===== src/rtl/booth_pkg.sv =====
// Shared definitions for the Booth-multiplier accumulation slice.
//   PROD_W  : width of a signed product coming out of the 4x4 Booth multiplier
//   state_t : control states of the product accumulator
package booth_pkg;

    localparam int PROD_W = 8;

    typedef enum logic [1:0] {
        IDLE  = 2'd0,
        ACCUM = 2'd1,
        DONE  = 2'd2
    } state_t;

endpackage


===== src/rtl/sat_add.sv =====
// Combinational signed saturating adder.
// Ports:
//   a, b  : signed W-bit operands
//   sum   : a + b, clamped to the signed W-bit range
//   clamp : high when the true sum did not fit and was clamped
module sat_add #(
    parameter int W = 12
) (
    input  logic signed [W-1:0] a,
    input  logic signed [W-1:0] b,
    output logic signed [W-1:0] sum,
    output logic                clamp
);

    logic [W:0] wide;

    // One guard bit makes overflow visible: the two top bits of the
    // W+1-bit sum disagree exactly when the result left the W-bit range,
    // and the guard bit then tells which bound to clamp to.
    always_comb begin
        wide  = {a[W-1], a} + {b[W-1], b};
        clamp = wide[W] ^ wide[W-1];
        if (clamp) begin
            sum = wide[W] ? {1'b1, {(W-1){1'b0}}} : {1'b0, {(W-1){1'b1}}};
        end else begin
            sum = wide[W-1:0];
        end
    end

endmodule


===== src/rtl/product_accumulator.sv =====
// Accumulates len+1 signed Booth products into a saturating sum.
// Ports:
//   clk, rst   : clock and asynchronous active-high reset
//   start, len : begin an accumulation of len+1 terms (sampled in IDLE only)
//   in_valid / in_ready / in_data    : product input handshake
//   out_valid / out_ready / out_data : result output handshake
//   out_sat    : a clamp happened somewhere in this accumulation
//   busy       : block is not in IDLE
module product_accumulator
    import booth_pkg::*;
#(
    parameter int ACC_W = 12,
    parameter int CNT_W = 4
) (
    input  logic                    clk,
    input  logic                    rst,
    input  logic                    start,
    input  logic [CNT_W-1:0]        len,
    input  logic                    in_valid,
    output logic                    in_ready,
    input  logic signed [PROD_W-1:0] in_data,
    output logic                    out_valid,
    input  logic                    out_ready,
    output logic signed [ACC_W-1:0] out_data,
    output logic                    out_sat,
    output logic                    busy
);

    state_t                  state;
    state_t                  next_state;
    logic signed [ACC_W-1:0] acc;
    logic signed [ACC_W-1:0] term;
    logic signed [ACC_W-1:0] sum;
    logic                    clamp;
    logic [CNT_W-1:0]        count;
    logic [CNT_W-1:0]        len_q;
    logic                    sat;
    logic                    transfer;

    assign term     = {{(ACC_W-PROD_W){in_data[PROD_W-1]}}, in_data};
    assign transfer = (state == ACCUM) && in_valid;

    sat_add #(.W(ACC_W)) u_sat_add (
        .a     (acc),
        .b     (term),
        .sum   (sum),
        .clamp (clamp)
    );

    // State register.
    always_ff @(posedge clk or posedge rst) begin
        if (rst) begin
            state <= IDLE;
        end else begin
            state <= next_state;
        end
    end

    // Next-state and handshake outputs; the final term is recognised by
    // the count matching the latched length on the cycle it transfers.
    always_comb begin
        next_state = state;
        in_ready   = 1'b0;
        out_valid  = 1'b0;
        case (state)
            IDLE: begin
                if (start) begin
                    next_state = ACCUM;
                end
            end
            ACCUM: begin
                in_ready = 1'b1;
                if (in_valid && (count == len_q)) begin
                    next_state = DONE;
                end
            end
            DONE: begin
                out_valid = 1'b1;
                if (out_ready) begin
                    next_state = IDLE;
                end
            end
            default: begin
                next_state = IDLE;
            end
        endcase
    end

    // Datapath: a start clears the run and captures its length; each
    // accepted product adds into the accumulator, and any clamp is
    // remembered until the next start.
    always_ff @(posedge clk or posedge rst) begin
        if (rst) begin
            acc   <= '0;
            count <= '0;
            len_q <= '0;
            sat   <= 1'b0;
        end else if ((state == IDLE) && start) begin
            acc   <= '0;
            count <= '0;
            len_q <= len;
            sat   <= 1'b0;
        end else if (transfer) begin
            acc   <= sum;
            count <= count + 1'b1;
            if (clamp) begin
                sat <= 1'b1;
            end
        end
    end

    assign out_data = acc;
    assign out_sat  = sat;
    assign busy     = (state != IDLE);

endmodule


===== config.mk =====
export PLATFORM = sky130hd
export DESIGN_NAME = product_accumulator
export DESIGN_NICKNAME = d
export VERILOG_FILES = /design/src/rtl/booth_pkg.sv /design/src/rtl/sat_add.sv /design/src/rtl/product_accumulator.sv
export SDC_FILE = /design/constraint.sdc
export NUM_CORES = 1
export LEC_CHECK = 0
export CORE_MARGIN = 3
export CORE_UTILIZATION = 65
export CTS_BUF_LIST = sky130_fd_sc_hd__clkbuf_16
export DETAILED_ROUTE_END_ITERATION = 8
export DONT_BUFFER_PORTS = 1
export HOLD_SLACK_MARGIN = 0.06
export PLACE_DENSITY = 0.8
export SLEW_MARGIN = 20
export SYNTH_ARGS = -nofsm -noshare
export SYNTH_HDL_FRONTEND = slang
export SYNTH_HIERARCHICAL = 1
export SYNTH_SLANG_ARGS = --single-unit

===== constraint.sdc =====
create_clock -name clk -period 7.9 [get_ports clk]
set_input_delay 1.58 -clock clk [delete_from_list [all_inputs] [get_ports clk]]
set_output_delay 1.58 -clock clk [all_outputs]
set_load 0.02 [all_outputs]

After elaboration in Yosys (flattened, before gate mapping)
Index checks and enable logic that the tools add are counted.
{ "op_classes": {"mux": 15, "n_addsub": 2, "bitwise_logic": 1, "reduce_logical": 9, "n_eq_ne": 6} }
{ "ops": {"columns": ["op", "n"], "rows": [
  ["$mux 12", 4],
  ["$add 12x8->13", 1],
  ["$mux 4", 2],
  ["$mux 2", 3],
  ["$pmux 2 s3", 1],
  ["$reduce_bool 2->1", 3],
  ["$mux 1", 5],
  ["$add 4x1->4 const B", 1],
  ["$eq 4x4->1", 1],
  ["$ne 2x2->1 const B", 2],
  ["$logic_and 1x1->1", 3],
  ["$reduce_and 3->1", 1],
  ["$eq 2x1->1 const B", 1],
  ["$eq 2x2->1 const B", 1],
  ["$logic_not 2->1", 1],
  ["$ne 2x1->1 const B", 1],
  ["$reduce_and 2->1", 1],
  ["$xor 1x1->1", 1]
]} }
{ "word_totals": {"out_inout_bits": 16, "elab_cells": 38, "regBits": 23, "input_bits": 17} }

Longest topological paths before layout
{ "logic_depth": {"ltp_word": 5, "mapped_depth": 11, "ltp_nobuf": 10} }

Cells and area by module
Netlist, hierarchy kept.
{ "by_module_without_submodules": {"columns": ["mod", "area_each_um2", "cells_per_inst", "instances", "seq_area_each_um2"], "rows": [
  ["product_accumulator", 972.2, 71, 1, 575.6],
  ["sat_add", 675.6, 80, 1, 0.0]
]} }

Worst setup path after synthesis
Ideal clock, no wire load.
{ "synth_timing": {"path_type": "input -> register", "from": "in in_data[0]", "to": "reg acc[1] (netlist: out_data[1])", "setup_slack_ns": 3.993, "required_time_ns": 7.779, "cell_stages": 10, "arrival_ns": 3.786, "path_buffers": 1, "setup_time_ns": 0.121, "path_cell_list": "ha_1 -> fa_1 -> a21o_1 -> a21oi_2 -> a21oi_2 -> a31oi_1 -> o221ai_2 -> buf_4 -> maj3_1 -> a22o_1"} }
{ "synth_via": {"elab_chain_len": 5, "word_cells_on_any_way": 6, "classes_between": "add/sub (1); mux (4); bitwise (1)"} }
{ "synth_rtl": {"columns": ["element", "line_no", "rtl"], "rows": [
  ["start: declaration", "product_accumulator.sv:21", "input logic signed [PROD_W-1:0] in_data,"],
  ["$add 12x8->13 *", "sat_add.sv:21", "wide = {a[W-1], a} + {b[W-1], b};"],
  ["$mux 12 or $xor 1x1->1 (tied branches)", "sat_add.sv:24, sat_add.sv:22", null],
  ["$mux 12 *", "sat_add.sv:23", "if (clamp) begin"],
  ["via sum[1]", "product_accumulator.sv:33", "logic signed [ACC_W-1:0] sum;"],
  ["$mux 12 *", "product_accumulator.sv:103", "end else if (transfer) begin"],
  ["$mux 12 *", "product_accumulator.sv:98", "end else if ((state == IDLE) && start) begin"],
  ["end signal: assignment", "product_accumulator.sv:104", "acc <= sum;"],
  ["end: declaration", "product_accumulator.sv:31", "logic signed [ACC_W-1:0] acc;"]
]} }
Mark *: on every way through the listed nets, which the timed path passes. The rest lies on a longest branch. The select of a mux whose other input is x is not followed.
A chain may end at the register's enable or synchronous reset.

Worst setup path after layout
{ "layout_timing": {"from": "in in_data[0]", "to": "reg acc[0] (netlist: out_data[0])"} }
The elaborated chain is that of the path after synthesis.

==> out/qor.yml <==
grt_max_degree: 24
wl_met3_um: 137
ys_seq_area_share_pct: 34.93
nets: 181
cts.htree.levels: 1
synth_edf_count: 0
stdcell_area_um2: 1723
drive_gt1_share_pct: 18.12
reg2reg_to: "out_data[0]"
drt_iter0_markers: 30
max-slew-margin-rel_pct: 40.01
fillers: 161
drv_slew: 0
clock_sinks: 23
yosysTopAreaCell: "dfrtp_1"
synthTopCellsByCount: "dfrtp_1, xnor2_1, a22o_1, ha_1, maj3_2"
hold_path_depth: 1
antennaDiodeCount: 0
num_rows: 17
wl_met1_um: 1525
clkLatencyLatePin_ps: 260
grt_pass1_wl_um: 5382
syn_inst: 151
highest_layer: "met4"
setup-tns-final_ps: 0
io_pins: 33
cts_tree: "done"
die-area_um2: 3175
p_per_area_nw_per_um2: 519.2
antenna_found_initial: 0
p_leak_nw: 0.7621
overflow: 0
crit_path_end_kind: "flop"
cp_max_fo: 13
antenna_left: 0
critPathCapture: "out_data[0]"
synth_top_area_share_pct: 34.93
dp_slack_ps: 3758
finalWorstSetupSlack_ps: 4030
hold_buffers: 0
area_growth_pct: 4.556
wire_per_inst_um: 17.72
fp.dieW_um: 56.35
crit_path_start: "in_data[0]"
met2_length_um: 1433
cts_resized: 0
netlist_area_um2: 1648
clockBufferDepth: 2
drc_errors: 0
cts-root-buf: "clkbuf_16"
drt_first_pass_iters: 4
fin_skew_ps: 1.945
vias_per_cell: 6.525
yosysMostFrequentCell: "dfrtp_1"
ys.flop_type: "dfrtp_1"
rrSetupSlack_ps: 4770
hpwl_um: 2269
ys_warn_count: 6
vias: 1155
avgSynthCellArea_um2: 10.91
rr_worst_depth: 9
drt_wl_total_um: 3137
fin_crit_sh_pct: 48.98
ys_types: 44
clk_pin_slew_ps: 60
rsz0062_at_grt: "no"
initial_core_util_pct: 71.73
grt_pass1_vias: 1209
synthArstFlopShare_pct: 100.0
io_buffer_count: 0
core-area_um2: 2297
maxCapViolCount: 0
max_freq_mhz: 258.4
netlist_top_cells_area: "dfrtp_1, ha_1, xnor2_1"
grt_usage_pct: 21.25
required_ps: 8050
cts_setup_buffers: 0
arrival_ps: 4020
die_h_um: 56.35
status: "complete, no violations"
worst_slew_pin_slew_ps: 898.8
cts_buffers: 3
finalHoldViolCount: 0
syn_nets: 182
fin_crit_ps: 3870
ir_worst_vdd_mv: 0.3455
place.gp.congestion: 0.9333
worstHoldPathType: "flop to flop"
synth_seq_cells: 23
r2r_start: "out_data[0]"
placed_area_um2: 1635
cp-start-kind: "input pin"
crit_type: "input pin to flop"
setup_viol: 0
-- report_power, final --
part | switching (mW) | internal, mW
Clock | 0.0442 | 0.0682
Sequential | 0.0956 | 0.173
Combinational | 0.254 | 0.259
-- cell families after synthesis --
logic type	after synthesis	synth area share, %
flops	23	34.93
simple gates	28	10.40
fa+ha+maj	25	18.45
compound gates	43	20.27
xor+xnor	16	8.505
mux	5	3.417
buf+inv	11	4.024
-- state kept, by name, summed over array words and instances, names as in the netlist --
register / flops
count: 4
out_sat: 1
out_data: 12
state: 2
len_q: 4
-- worst max-delay path: stages --
cell and delay [ps]:
ha_1 200, fa_1 410, a21o_1 210, a21oi_2 190
a21oi_2 100, a31oi_1 290, o221ai_2 370, maj3_1 460
a22o_1 220
-- metal layers --
metal / up-vias / global-route usage [%]
li1: 554 / -
met3: 6 / 5.517
met2: 34 / 32.22
met1: 561 / 28.41
met5: - / 0
met4: 0 / 9.492
-- final cells by class --
cell class | count | area [µm²] | share of cell area (%)
Multi-Input combinational cell | 117 | 1013 | 58.82
Tap cell | 28 | 35.03 | 2.033
Sequential cell | 23 | 575.6 | 33.41
Clock inverter | 1 | 5.005 | 0.2905
Inverter | 5 | 18.77 | 1.089
Clock buffer | 3 | 75.07 | 4.357
-- placed cells by master, fill, tap and decap left out, drive strengths merged, types with 2 or more instances in the layout --
cell | Yosys | final
o41ai | 2 | 2
xor2 | 2 | 2
o21ai | 5 | 5
a21oi | 10 | 10
ha | 13 | 13
nand3 | 2 | 2
o221ai | 2 | 2
clkbuf | 0 | 3
xnor2 | 14 | 14
nand2b | 2 | 2
a21o | 4 | 4
mux2 | 5 | 5
dfrtp | 23 | 23
nor2 | 8 | 8
inv | 5 | 5
nand2 | 4 | 4
maj3 | 11 | 11
a22o | 13 | 13
-- worst min-delay path by stage --
stage                  start        to  slack [ps]
floorplan           len_q[0]  len_q[0]         500
global placement    len_q[3]  len_q[3]         510
detailed placement  len_q[3]  len_q[3]         520
CTS                 len_q[3]  len_q[3]         530
global route        len_q[3]  len_q[3]         570
finish              len_q[3]  len_q[3]         530
-- through the flow --
| step | power (mW) | hold WS [ps] | instances | utilization (%) |
|---|---|---|---|---|
| 6_report | 0.8945 | 528.5 | 177 | 75.00 |
| 5_1_grt | 0.9627 | 565.4 | 177 | 75.00 |
| 4_1_cts | 0.8906 | 532.9 | 177 | 74.67 |
| 3_5_place_dp | 0.7745 | 518.9 | 173 | 71.19 |
| 3_3_place_gp | 0.7575 | 514.0 | 173 | 71.19 |
| 2_1_floorplan | 0.7160 | 502.4 | 151 | - |
No activity file was read; power rests on OpenSTA's default activity.
